**src/rtl/hv_wdg_reg_scan_ctrl.sv**
```systemverilog
// hv_wdg_reg_scan_ctrl: periodic register-window scan with CRC-8 recheck and ack timeout.
// Define HV_WDG_SCAN_STOP_ON_ERR_EN to halt scanning on the first sticky error.
module hv_wdg_reg_scan_ctrl #(
   parameter int                 REG_AW     = 7,
   parameter int                 REG_DW     = 8,
   parameter int                 REG_CRC_W  = 8,
   parameter logic [REG_AW-1:0]  SCAN_START = 7'h00,
   parameter logic [REG_AW-1:0]  SCAN_END   = 7'h3F,
   parameter int                 GAP_CYC    = 16,
   parameter int                 PERIOD_CYC = 4096,
   parameter int                 ACK_TO     = 32
) (
   input  logic                 i_clk,
   input  logic                 i_rst_n,
   input  logic                 i_scan_en,
   input  logic                 i_err_clr,
   output logic                 o_wdg_scan_rac_rd_req,
   output logic [REG_AW-1:0]    o_wdg_scan_rac_addr,
   input  logic                 i_rac_wdg_scan_ack,
   input  logic [REG_DW-1:0]    i_rac_wdg_scan_data,
   input  logic [REG_CRC_W-1:0] i_rac_wdg_scan_crc,
   output logic                 o_scan_busy,
   output logic                 o_scan_done,
   output logic                 o_crc_err,
   output logic                 o_to_err,
   output logic [REG_AW-1:0]    o_err_addr
);
   localparam int PW = PERIOD_CYC > 1 ? $clog2(PERIOD_CYC) : 1;
   localparam int GW = $clog2(GAP_CYC + 1);
   localparam int TW = $clog2(ACK_TO + 1);

   typedef enum logic [2:0] {ST_IDLE, ST_REQ, ST_CHECK, ST_NEXT, ST_GAP, ST_HALT} state_t;

   state_t               r_state;
   logic [PW-1:0]        r_per;
   logic [GW-1:0]        r_gap_cnt;
   logic [TW-1:0]        r_to_cnt;
   logic [REG_AW-1:0]    r_addr;
   logic [REG_AW-1:0]    r_err_addr;
   logic [REG_DW-1:0]    r_data;
   logic [REG_CRC_W-1:0] r_crc;
   logic                 r_rd_req;
   logic                 r_busy;
   logic                 r_done;
   logic                 r_crc_err;
   logic                 r_to_err;
   logic                 w_crc_set;
   logic                 w_to_set;

   function automatic logic [REG_CRC_W-1:0] f_crc(input logic [REG_DW-1:0] d);
      logic [REG_CRC_W-1:0] c;
      c = '0;
      for (int i = REG_DW - 1; i >= 0; i--)
         c = (c[REG_CRC_W-1] ^ d[i]) ? ((c << 1) ^ REG_CRC_W'(8'h07)) : (c << 1);
      return c;
   endfunction

   assign w_crc_set = (r_state == ST_CHECK) && (f_crc(r_data) != r_crc);
   assign w_to_set  = (r_state == ST_REQ) && !i_rac_wdg_scan_ack && (r_to_cnt == TW'(ACK_TO - 1));

   always_ff @(posedge i_clk or negedge i_rst_n) begin
      if (!i_rst_n) begin
         r_state    <= ST_IDLE;
         r_per      <= '0;
         r_gap_cnt  <= '0;
         r_to_cnt   <= '0;
         r_addr     <= SCAN_START;
         r_err_addr <= '0;
         r_data     <= '0;
         r_crc      <= '0;
         r_rd_req   <= 1'b0;
         r_busy     <= 1'b0;
         r_done     <= 1'b0;
         r_crc_err  <= 1'b0;
         r_to_err   <= 1'b0;
      end else begin
         r_per     <= (!i_scan_en || r_per == PW'(PERIOD_CYC - 1)) ? '0 : r_per + 1'b1;
         r_done    <= 1'b0;
         r_crc_err <= w_crc_set | (r_crc_err & ~i_err_clr);
         r_to_err  <= w_to_set | (r_to_err & ~i_err_clr);
         // a clear coinciding with a new error still records that error as the first one
         if ((w_crc_set || w_to_set) && (!(r_crc_err || r_to_err) || i_err_clr))
            r_err_addr <= r_addr;
         else if (i_err_clr)
            r_err_addr <= '0;
         case (r_state)
            ST_IDLE:
               if (i_scan_en && r_per == '0) begin
                  r_state  <= ST_REQ;
                  r_rd_req <= 1'b1;
                  r_busy   <= 1'b1;
                  r_to_cnt <= '0;
               end
            ST_REQ:
               if (i_rac_wdg_scan_ack) begin
                  r_data   <= i_rac_wdg_scan_data;
                  r_crc    <= i_rac_wdg_scan_crc;
                  r_rd_req <= 1'b0;
                  r_state  <= ST_CHECK;
               end else if (w_to_set) begin
                  r_rd_req <= 1'b0;
                  r_state  <= ST_NEXT;
               end else begin
                  r_to_cnt <= r_to_cnt + 1'b1;
               end
            ST_CHECK:
               r_state <= ST_NEXT;
            ST_NEXT:
`ifdef HV_WDG_SCAN_STOP_ON_ERR_EN
               if (r_crc_err || r_to_err)
                  r_state <= ST_HALT;
               else
`endif
               if (!i_scan_en || r_addr == SCAN_END) begin
                  r_state <= ST_IDLE;
                  r_addr  <= SCAN_START;
                  r_busy  <= 1'b0;
                  r_done  <= i_scan_en;
               end else begin
                  r_addr    <= r_addr + 1'b1;
                  r_gap_cnt <= '0;
                  r_state   <= ST_GAP;
               end
            ST_GAP:
               if (!i_scan_en) begin
                  r_state <= ST_IDLE;
                  r_addr  <= SCAN_START;
                  r_busy  <= 1'b0;
               end else if (r_gap_cnt == GW'(GAP_CYC - 1)) begin
                  r_state  <= ST_REQ;
                  r_rd_req <= 1'b1;
                  r_to_cnt <= '0;
               end else begin
                  r_gap_cnt <= r_gap_cnt + 1'b1;
               end
            ST_HALT:
               if (i_err_clr) begin
                  r_state <= ST_IDLE;
                  r_addr  <= SCAN_START;
                  r_busy  <= 1'b0;
               end
            default:
               r_state <= ST_IDLE;
         endcase
      end
   end

   assign o_wdg_scan_rac_rd_req = r_rd_req;
   assign o_wdg_scan_rac_addr   = r_addr;
   assign o_scan_busy           = r_busy;
   assign o_scan_done           = r_done;
   assign o_crc_err             = r_crc_err;
   assign o_to_err              = r_to_err;
   assign o_err_addr            = r_err_addr;
endmodule

```
**config.mk**
```make
export PLATFORM = sky130hd
export DESIGN_NAME = hv_wdg_reg_scan_ctrl
export DESIGN_NICKNAME = d
export VERILOG_FILES = /design/src/rtl/hv_wdg_reg_scan_ctrl.sv
export SDC_FILE = /design/constraint.sdc
export NUM_CORES = 1
export LEC_CHECK = 0
export ABC_CLOCK_PERIOD_IN_PS = 3400
export CAP_MARGIN = 10
export CORE_ASPECT_RATIO = 0.75
export CORE_MARGIN = 1
export CORE_UTILIZATION = 50
export CTS_BUF_LIST = sky130_fd_sc_hd__clkbuf_16
export DETAILED_ROUTE_END_ITERATION = 10
export PLACE_DENSITY_LB_ADDON = 0.1
export SLEW_MARGIN = 5
export SYNTH_ARGS = -nofsm -noshare
export SYNTH_HDL_FRONTEND = slang
export SYNTH_SLANG_ARGS = --single-unit
```
**constraint.sdc**
```tcl
create_clock -name i_clk -period 3.4 [get_ports i_clk]
set_input_delay 0.68 -clock i_clk [delete_from_list [all_inputs] [get_ports i_clk]]
set_output_delay 0.68 -clock i_clk [all_outputs]
set_load 0.005 [all_outputs]
```
==> impl_metrics.toml <==
[run_status]
status = "complete, no violations"

[global_route]
grt.overflow.total = 0
grt_pass1_wl_um = 11000
grt_max_degree = 39
antenna_found_initial = 0
grt_use_total_pct = 22.3
grt_pass1_vias = 2273

[clock_network]
cts_buffer_depth = 2
cts-resized-gates = 0
htreeDepth = 3
root_buffer = "clkbuf_16"
post_cts_buffers = 0
cts_tree = "yes"
cts_num_sinks = 61
cts.clk_slew.worst_paths_ps = 50
cts_buffers = 9
cts_hold_buffers = 0
clock_latency_ps = 320

[setup_path]
crit_family = "simple AND/OR/NAND/NOR gates"
worstSetupEndpointType = "flip-flop"
crit_arrival_ps = 2630
crit_fanout = 10
crit_cells = 8
cp.required_ps = 3650
worstSetupEndpoint = "r_to_cnt[5]"
critical_path_buf_inv_count = 0
r2r.worst_path.cells = 8
rrSetupSlack_ps = 1020
cp_cell_sequence = "ha_1, and3_1, ha_1, nand3b_1, a21oi_1, o221ai_2, or4_1, a21oi_1"
critPathKind = "flip-flop to flip-flop"
critPathLaunch = "r_gap_cnt[0]"
slowest_delay_ps = 550
slowest_stage = "or4_1"
startpoint_type = "flip-flop"
worst_r2r_endpoint = "r_to_cnt[5]"
reg2reg_from = "r_gap_cnt[0]"

[layout]
fill_cells = 470
fin_util_pct = 66.2
diodes = 0
layout-drive-gt1-share_pct = 13.8
final_nets = 371
synthToLayoutAreaGrowth_pct = 25.3

[drt]
viasPerCell = 5.42
vias = 2314
drt_iter0_drc = 117
dr_wl_met3_um = 272
wire_per_inst_um = 14.6
first_pass_iters = 4
drcViolationCount = 0
dr_wl_met2_um = 2750
wl_met1_um = 3140
wl_um = 6240
routed.top_layer = "met4"
detail-route-antenna-nets = 0

[place]
pre_cts_ws_ps = 703
dp_hpwl_um = 4380
portBuffers = 39
gp_congestion = 0.766

[floorplan]
coreArea_um2 = 5920
rows = 24
io_pins = 40
dieArea_um2 = 6580
die_y_um = 70.5
initial_core_util_pct = 52.9
die_w_um = 93.3

[synthesis]
syn_area_um2 = 3130
synth.avg_cell_area_um2 = 10.6
syn_nets = 323
syn_inst = 296
async_reset_ff_share_pct = 100
ys.flop_type = "dfrtp_1"
synth.distinct_cells = 50
seq_area_frac_synth_pct = 48.8
synth-seq-cells = 61
synth-edff-count = 0
yosys_warnings = 0
synth_top_area_cell = "dfrtp_1"
yosys-top-cells-area = "dfrtp_1, mux2_2, xnor2_1"
synth_top_area_share_pct = 48.8

[sta]
fin_crit_sh_pct = 70.1
slew_headroom_pct = 40.7
period_minus_slack_ps = 2380
rsz0062_at_grt = "false"
drv_slew = 0
layout_setup_ws_ps = 1020
worst_pin_slew_ps = 890
whs_ps = 473
finalSetupTns_ps = 0
setup_viol = 0
fmax_mhz = 420
fin_skew_ps = 5.68
timing_hold_violations_final = 0

[power_and_ir_drop]
power.switching_uw = 1020
p_clk_share_pct = 30.0
ir_drop_mv = 0.369
pwr-share-comb_pct = 34.9
p_per_area_nw_per_um2 = 798
pwr-share-seq_pct = 35.1
cell_internal_pwr_uw = 2110
leakagePower_uw = 0.00171
switching_share_pct = 32.5

[run]
maxCapViolCount = 0

[worst_hold_path]
hold_path.class = "input port to async pin"
[area by class of cell]
class                   instances  area [um2]  share of cell area [%]
flip-flops and latches         61        1530                    39.0
clock buffers                   9         225                    5.75
well taps                      78        97.6                    2.49
clock inverters                 7        81.3                    2.08
repair buffers                 44         423                    10.8
inverters                      11        41.3                    1.05
multi-input cells             217        1520                    38.8
[synthesized netlist by cell type (3+ instances only)]
cell type and n:
xnor2_1 17, a21oi_1 10, nor2_1 24, inv_1 11
xor2_1 6, nand2_1 23, or3_1 3, mux2i_1 6
clkbuf_1 3, nand2b_1 3, and2_1 6, nor2b_1 11
nand3_1 8, o21ai_0 18, mux2_2 22, o31ai_1 3
o2bb2ai_1 3, ha_1 6, and3_1 12, dfrtp_1 61
nor3_1 6
[cells by family (layout without fill, tap and decap cells)]
kind of cell | after synthesis | in the layout | synth area share [%]
AO/OA/AOI/OAI | 50 | 50 | 11.0
AND/OR/NAND/NOR | 109 | 109 | 18.2
flip-flops | 61 | 61 | 48.8
buffers and inverters | 18 | 71 | 2.52
XOR/XNOR | 24 | 24 | 7.16
adder cells (fa/ha/maj) | 6 | 6 | 2.40
multiplexers | 28 | 28 | 9.84
[worst reg2reg max path: cells and delay by family, from the launching register on]
kind | cells | cell delay [ps]
DFF | 1 | 410
and+or+nand+nor | 3 | 850
AOI/OAI and AO/OA | 3 | 580
adders and majority gates | 2 | 460
[worst min path at each step]
stage          startpoint            to  slack, ps  cells after the start
2_1_floorplan     i_rst_n     o_crc_err        380                      0
3_3_place_gp     r_per[0]      r_per[0]        470                      1
3_5_place_dp     r_per[0]      r_per[0]        480                      1
4_1_cts          r_per[0]      r_per[0]        490                      1
5_1_grt          r_per[0]      r_per[0]        530                      1
6_report          i_rst_n  r_gap_cnt[2]        470                      1
[per-layer routing]
layer,track usage [%],vias up
met5,0,-
met4,9.06,0
met3,6.54,7
met2,31.6,62
met1,31.8,1105
li1,-,1140
[sequential cells by signal (all words and copies together), names as in the netlist, 3 cells and up]
name                 cells
r_data                   8
r_state                  3
r_gap_cnt                5
r_per                   12
o_wdg_scan_rac_addr      7
r_crc                    8
o_err_addr               7
r_to_cnt                 6
[through the flow]
stage / cell area (um2) / std cells / power (uW)
finish: 3920 / 427 / 3130
global route: 3920 / 427 / 3330
CTS: 3920 / 427 / 3150
detailed placement: 3610 / 411 / 2200
global placement: 3610 / 411 / 2170
floorplan: 3130 / 296 / 1900
[cell usage in the layout (no fill, tap or decap), types with 3 or more instances in the layout]
cell type and n:
mux2i_1 6, nor3_1 6, a21oi_1 10, mux2_2 22, nor2b_1 11, or3_1 3
ha_1 6, o21ai_0 18, clkdlybuf4s50_1 38, xnor2_1 17, inv_1 12, buf_4 5
nand3_1 8, nor2_1 24, and3_1 12, nand2b_1 3, nand2_1 23, and2_1 6
o2bb2ai_1 3, clkbuf_16 9, xor2_1 6, dfrtp_1 61, o31ai_1 3
[power groups by stage]
| stage | Clock, uW | Sequential (uW) | Combinational, uW |
|---|---|---|---|
| global route | 993 | 1120 | 1210 |
| detailed placement | 0 | 1110 | 1090 |
| CTS | 958 | 1100 | 1100 |
| global placement | 0 | 1100 | 1070 |
| finish | 938 | 1100 | 1090 |
| floorplan | 0 | 1040 | 866 |
(Power assumes the default switching activity.)
==> RTL edit 1 (same flow settings) <==
The parameter `PERIOD_CYC` goes from 4096 to 16384.
--- a/src/rtl/hv_wdg_reg_scan_ctrl.sv
+++ b/src/rtl/hv_wdg_reg_scan_ctrl.sv
@@ -7,7 +7,7 @@
    parameter logic [REG_AW-1:0]  SCAN_START = 7'h00,
    parameter logic [REG_AW-1:0]  SCAN_END   = 7'h3F,
    parameter int                 GAP_CYC    = 16,
-   parameter int                 PERIOD_CYC = 4096,
+   parameter int                 PERIOD_CYC = 16384,
    parameter int                 ACK_TO     = 32
 ) (
    input  logic                 i_clk,
Function: no difference found for any inputs over 10 cycles, from zero or initial values and one cycle with i_rst_n low; that may be too few to reach the edited logic, so the function may still have changed.
==> RTL edit 1 against the original RTL <==
Cell area increased by 3.6%. Wire length increased by 7.5%. Clock power increased by 2%. Power increased by 0.67%. Die area increased by 4.2%. Sequential cell count increased by 2. First-iteration DRC count increased by 15%. Clock skew decreased by 0.0021 ns. Area after synthesis increased by 4.3%. Setup slack got worse by 0.16 ns. Final cell count increased by 5.6%. Critical path type unchanged. Largest cell class is now multi-input gates. Largest power group unchanged. Highest routed layer unchanged.
==> RTL edit 1: results (changes against the original RTL) <==
crit_path_top_delay_cell: "xnor3_2"  # was or4_1
fin_area_um2: 4056  # was 3916 um^2
vias: 2450  # was 2314
grt_pass1_wl_mm: 11.73  # was 11.03 mm
fin_nets: 392  # was 371
reg_top3: "r_per: 14 flops, r_crc: 8 flops, r_data: 8 flops"  # was r_per: 12 flops, r_crc: 8 flops, r_data: 8 flops
synth_xor_area_share_pct: 7.982  # was 7.163%
cpPeakStageDelay_ns: 0.49  # was 0.55 ns
met1_length_mm: 3.373  # was 3.143 mm
ys_top_cells_by_count: "dfrtp_1 (63), nor2_1 (27), o21ai_0 (24)"  # was dfrtp_1 (61), nor2_1 (24), nand2_1 (23)
gr-usage-all-layers_pct: 22.68  # was 22.27%
top_layer: "met4"  # unchanged
p_comb_share_pct: 33.6  # was 34.9%
vdd_drop_max_uv: 382.8  # was 369.1 uV
wire_per_inst_um: 14.88  # was 14.61 um
final-clk-cell-share_pct: 7.711  # was 7.827%
powerDensity_nw_per_um2: 776.0  # was 798.5 nW/um^2
use_met1_pct: 33.68  # was 31.81%
finalWirelength_mm: 6.709  # was 6.240 mm
place_ws_ns: 0.8329  # was 0.7033 ns
port_buffers: 39  # unchanged
synth_compound_area_share_pct: 11.70  # was 11.04%
cp_max_fo: 7  # was 10
drt_iter0_markers: 135  # was 117
grt_pass1_vias: 2380  # was 2273
cp.arrival_ns: 2.75  # was 2.63 ns
gp_congestion: 0.8111  # was 0.7661
dr_wl_met3_um: 349  # was 272 um
met3_usage_pct: 6.394  # was 6.536%
p_int_w: 0.002115  # was 0.002110 W
synth.net_count: 347  # was 323
buf_share_pct: 10.43  # was 10.80%
grt_max_degree: 36  # was 39
status: "complete, no violations"  # unchanged
finClkSkew_ns: 0.003607  # was 0.005675 ns
drive_above_1_share_pct: 12.70  # was 13.75%
synth.distinct_cells: 46  # was 50
multi_input_area_share_pct: 39.30  # was 38.85%
synth-seq-cells: 63  # was 61
r2r_cells: 6  # was 8
yosys-top-cells-area: "dfrtp_1 (48%), mux2_2 (6.9%), xor2_1 (4.0%)"  # was dfrtp_1 (49%), mux2_2 (7.9%), xnor2_1 (4.8%)
grt_use_met2_pct: 31.75  # was 31.62%
wl_met2_mm: 2.928  # was 2.745 mm
multi_input_cells: 234  # was 217
dp.final_hpwl_mm: 4.710  # was 4.382 mm
fillers: 501  # was 470
post_dp_cell_area_um2: 3744  # was 3610 um^2
nonClockInverterCount: 13  # was 11
ys_async_sr_fraction_pct: 100.0  # unchanged
synth-adder-area-share_pct: 2.302  # was 2.401%
yosysSeqAreaShare_pct: 48.35  # was 48.82%
pwr-share-clk_pct: 30.4  # was 30.0%
slew_headroom_pct: 47.14  # was 40.67%
synth.area.mux_share_pct: 9.133  # was 9.844%
diodes: 0  # unchanged
syn_avg_cell_area_um2: 10.19  # was 10.56 um^2
[RTL edit 1: changes by cell type after synthesis, moves of 4 or more]
cell / delta
xor2_1: +9
o21ai_0: +6
xnor2_1: -5
a21oi_1: +4
clkbuf_1: +4
nand3_1: +4
[RTL edit 1: critical path, delay by kind of cell, from the launching register on]
kind,cells,cell delay (ns)
compound gates,3,0.95
mux,2,0.54
xor+xnor,1,0.49
flops,1,0.45
[RTL edit 1: worst paths after layout]
path	start	endpoint	slack, ns
worst max-delay path	r_data[6]	o_err_addr[3]	0.86
worst min-delay path	i_rst_n	r_data[6]	0.44
worst max register to register	r_data[6]	o_err_addr[3]	0.86
worst min register to register	r_to_cnt[5]	r_to_cnt[5]	0.48
max in group asynchronous	i_rst_n	o_wdg_scan_rac_addr[4]	2.24
min in group i_clk	r_to_cnt[5]	r_to_cnt[5]	0.48
==> RTL edit 2 (same settings) <==
Without the edit above. Encoding of `state_t`: now one-hot (6 bits for 6 states).
--- a/src/rtl/hv_wdg_reg_scan_ctrl.sv
+++ b/src/rtl/hv_wdg_reg_scan_ctrl.sv
@@ -29,7 +29,7 @@
    localparam int GW = $clog2(GAP_CYC + 1);
    localparam int TW = $clog2(ACK_TO + 1);
 
-   typedef enum logic [2:0] {ST_IDLE, ST_REQ, ST_CHECK, ST_NEXT, ST_GAP, ST_HALT} state_t;
+   typedef enum logic [5:0] {ST_IDLE = 6'b000001, ST_REQ = 6'b000010, ST_CHECK = 6'b000100, ST_NEXT = 6'b001000, ST_GAP = 6'b010000, ST_HALT = 6'b100000} state_t;
 
    state_t               r_state;
    logic [PW-1:0]        r_per;
Function: no difference found for any inputs over 10 cycles, from zero or initial values and one cycle with i_rst_n low; not proved beyond that.
==> RTL edit 2 against the original RTL <==
Wire length is 7.2% higher. Area after synthesis is 4.9% higher. Fmax is 5.8% lower. Critical path type is now input pin to flip-flop. Critical endpoint is now r_to_cnt[4]. Setup slack worse by 0.15 ns. Largest cell class is now multi-input gates. Largest power group unchanged. Register-to-register slack better by 0.11 ns. Cell area is 2.8% higher. Sequential cell count is 2 higher. First-iteration DRC count fell by 16%. Clock power shrank 8.3%. Sequential share of layout area grew 0.22 points. Power fell by 14%.
==> RTL edit 2: results (changes against the original RTL) <==
final_cell_count_no_fill: 473  # was 427
clkbuf_count: 9  # unchanged
fp.dieArea_um2: 6890  # was 6577 um^2
insertion_delay_ns: 0.33
fillers: 521  # was 470
multi_input_cells: 256  # was 217
worst_r2r_startpoint: "r_state[2]"  # was r_gap_cnt[0]
total_power_w: 0.002683  # was 0.003127 W
slew_headroom_pct: 59.99  # was 40.67%
pwr-share-seq_pct: 38.4  # was 35.1%
drive_above_1_share_pct: 7.653  # was 13.75%
crit_start: "i_scan_en"  # was r_gap_cnt[0]
buf_share_pct: 10.13  # was 10.80%
grt_pass1_wl_mm: 11.51  # was 11.03 mm
synth_xor_area_share_pct: 8.432  # was 7.163%
nonClockInverterCount: 15  # was 11
post-cts-setup-buffer-count: 0  # unchanged
finalWirelength_mm: 6.688  # was 6.240 mm
crit_path_end: "r_to_cnt[4]"  # was r_to_cnt[5]
final-clk-cell-share_pct: 6.994  # was 7.827%
syn_avg_cell_area_um2: 9.617  # was 10.56 um^2
yosysSeqAreaShare_pct: 48.11  # was 48.82%
vias: 2524  # was 2314
place_ws_ns: 0.5984  # was 0.7033 ns
fin_nets: 414  # was 371
place_inst: 457  # was 411
p_int_w: 0.001822  # was 0.002110 W
synth-seq-cells: 63  # was 61
synth.area.mux_share_pct: 1.908  # was 9.844%
grt_max_degree: 26  # was 39
regArea_um2: 1578  # was 1526 um^2
yosys-top-cells-area: "dfrtp_1 (47%), nand2_1 (8.2%), xor2_1 (4.3%)"  # was dfrtp_1 (49%), mux2_2 (7.9%), xnor2_1 (4.8%)
fin_hold_ws_ns: 0.2986  # was 0.4732 ns
fin_ws_ns: 0.8683  # was 1.016 ns
hp-class: "input pin to asynchronous set/reset pin"  # unchanged
yosys_warnings: 0  # unchanged
dp.final_hpwl_mm: 4.895  # was 4.382 mm
r2r_slack_ns: 1.13  # was 1.02 ns
synth-adder-area-share_pct: 2.289  # was 2.401%
leakagePower_nw: 1.868  # was 1.706 nW
multi_input_area_share_pct: 39.76  # was 38.85%
vdd_drop_max_uv: 353.5  # was 369.1 uV
cp_max_fo: 8  # was 10
finClkSkew_ns: 0.007437  # was 0.005675 ns
ys_top_cells_by_count: "nand2_1 (72), dfrtp_1 (62), nor2_1 (27)"  # was dfrtp_1 (61), nor2_1 (24), nand2_1 (23)
rr_endpoint: "o_err_addr[1]"  # was r_to_cnt[5]
post_dp_cell_area_um2: 3744  # was 3610 um^2
synth.distinct_cells: 56  # was 50
signal_buffers: 42  # was 44
synth.net_count: 368  # was 323
synth_compound_area_share_pct: 13.58  # was 11.04%
powerDensity_nw_per_um2: 666.5  # was 798.5 nW/um^2
status: "complete, no violations"  # unchanged
r2r_cells: 6  # was 8
p_comb_share_pct: 29.5  # was 34.9%
gp_congestion: 0.8452  # was 0.7661
grt_pass1_vias: 2435  # was 2273
cp.arrival_ns: 2.75  # was 2.63 ns
gr-usage-all-layers_pct: 22.29  # was 22.27%
drt_iter0_markers: 98  # was 117
-- RTL edit 2: kinds of logic (layout without fill, tap and decap cells) --
group | after synthesis | count (layout)
XOR/XNOR | 29 | 29
AND/OR/NAND/NOR | 154 | 154
adder cells (fa/ha/maj) | 6 | 6
AO/OA/AOI/OAI | 62 | 62
multiplexers | 5 | 5
buffers and inverters | 22 | 73
flip-flops | 63 | 63
-- RTL edit 2: metal layers --
| layer | part of all wire, % | global-route usage (%) |
|---|---|---|
| met2 | 43 | 32.62 |
| met5 | 0 | 0 |
| met3 | 3.5 | 5.765 |
| met1 | 52 | 31.26 |
| met4 | 1.8 | 9.950 |
-- RTL edit 2: worst max-delay path, cell delays in order --
cell             delay [ns]
clkdlybuf4s50_1        0.64
nor4b_1                0.50
nand3_1                0.13
o21ai_1                0.30
nor2_1                 0.14
a21o_1                 0.19
a22o_1                 0.17
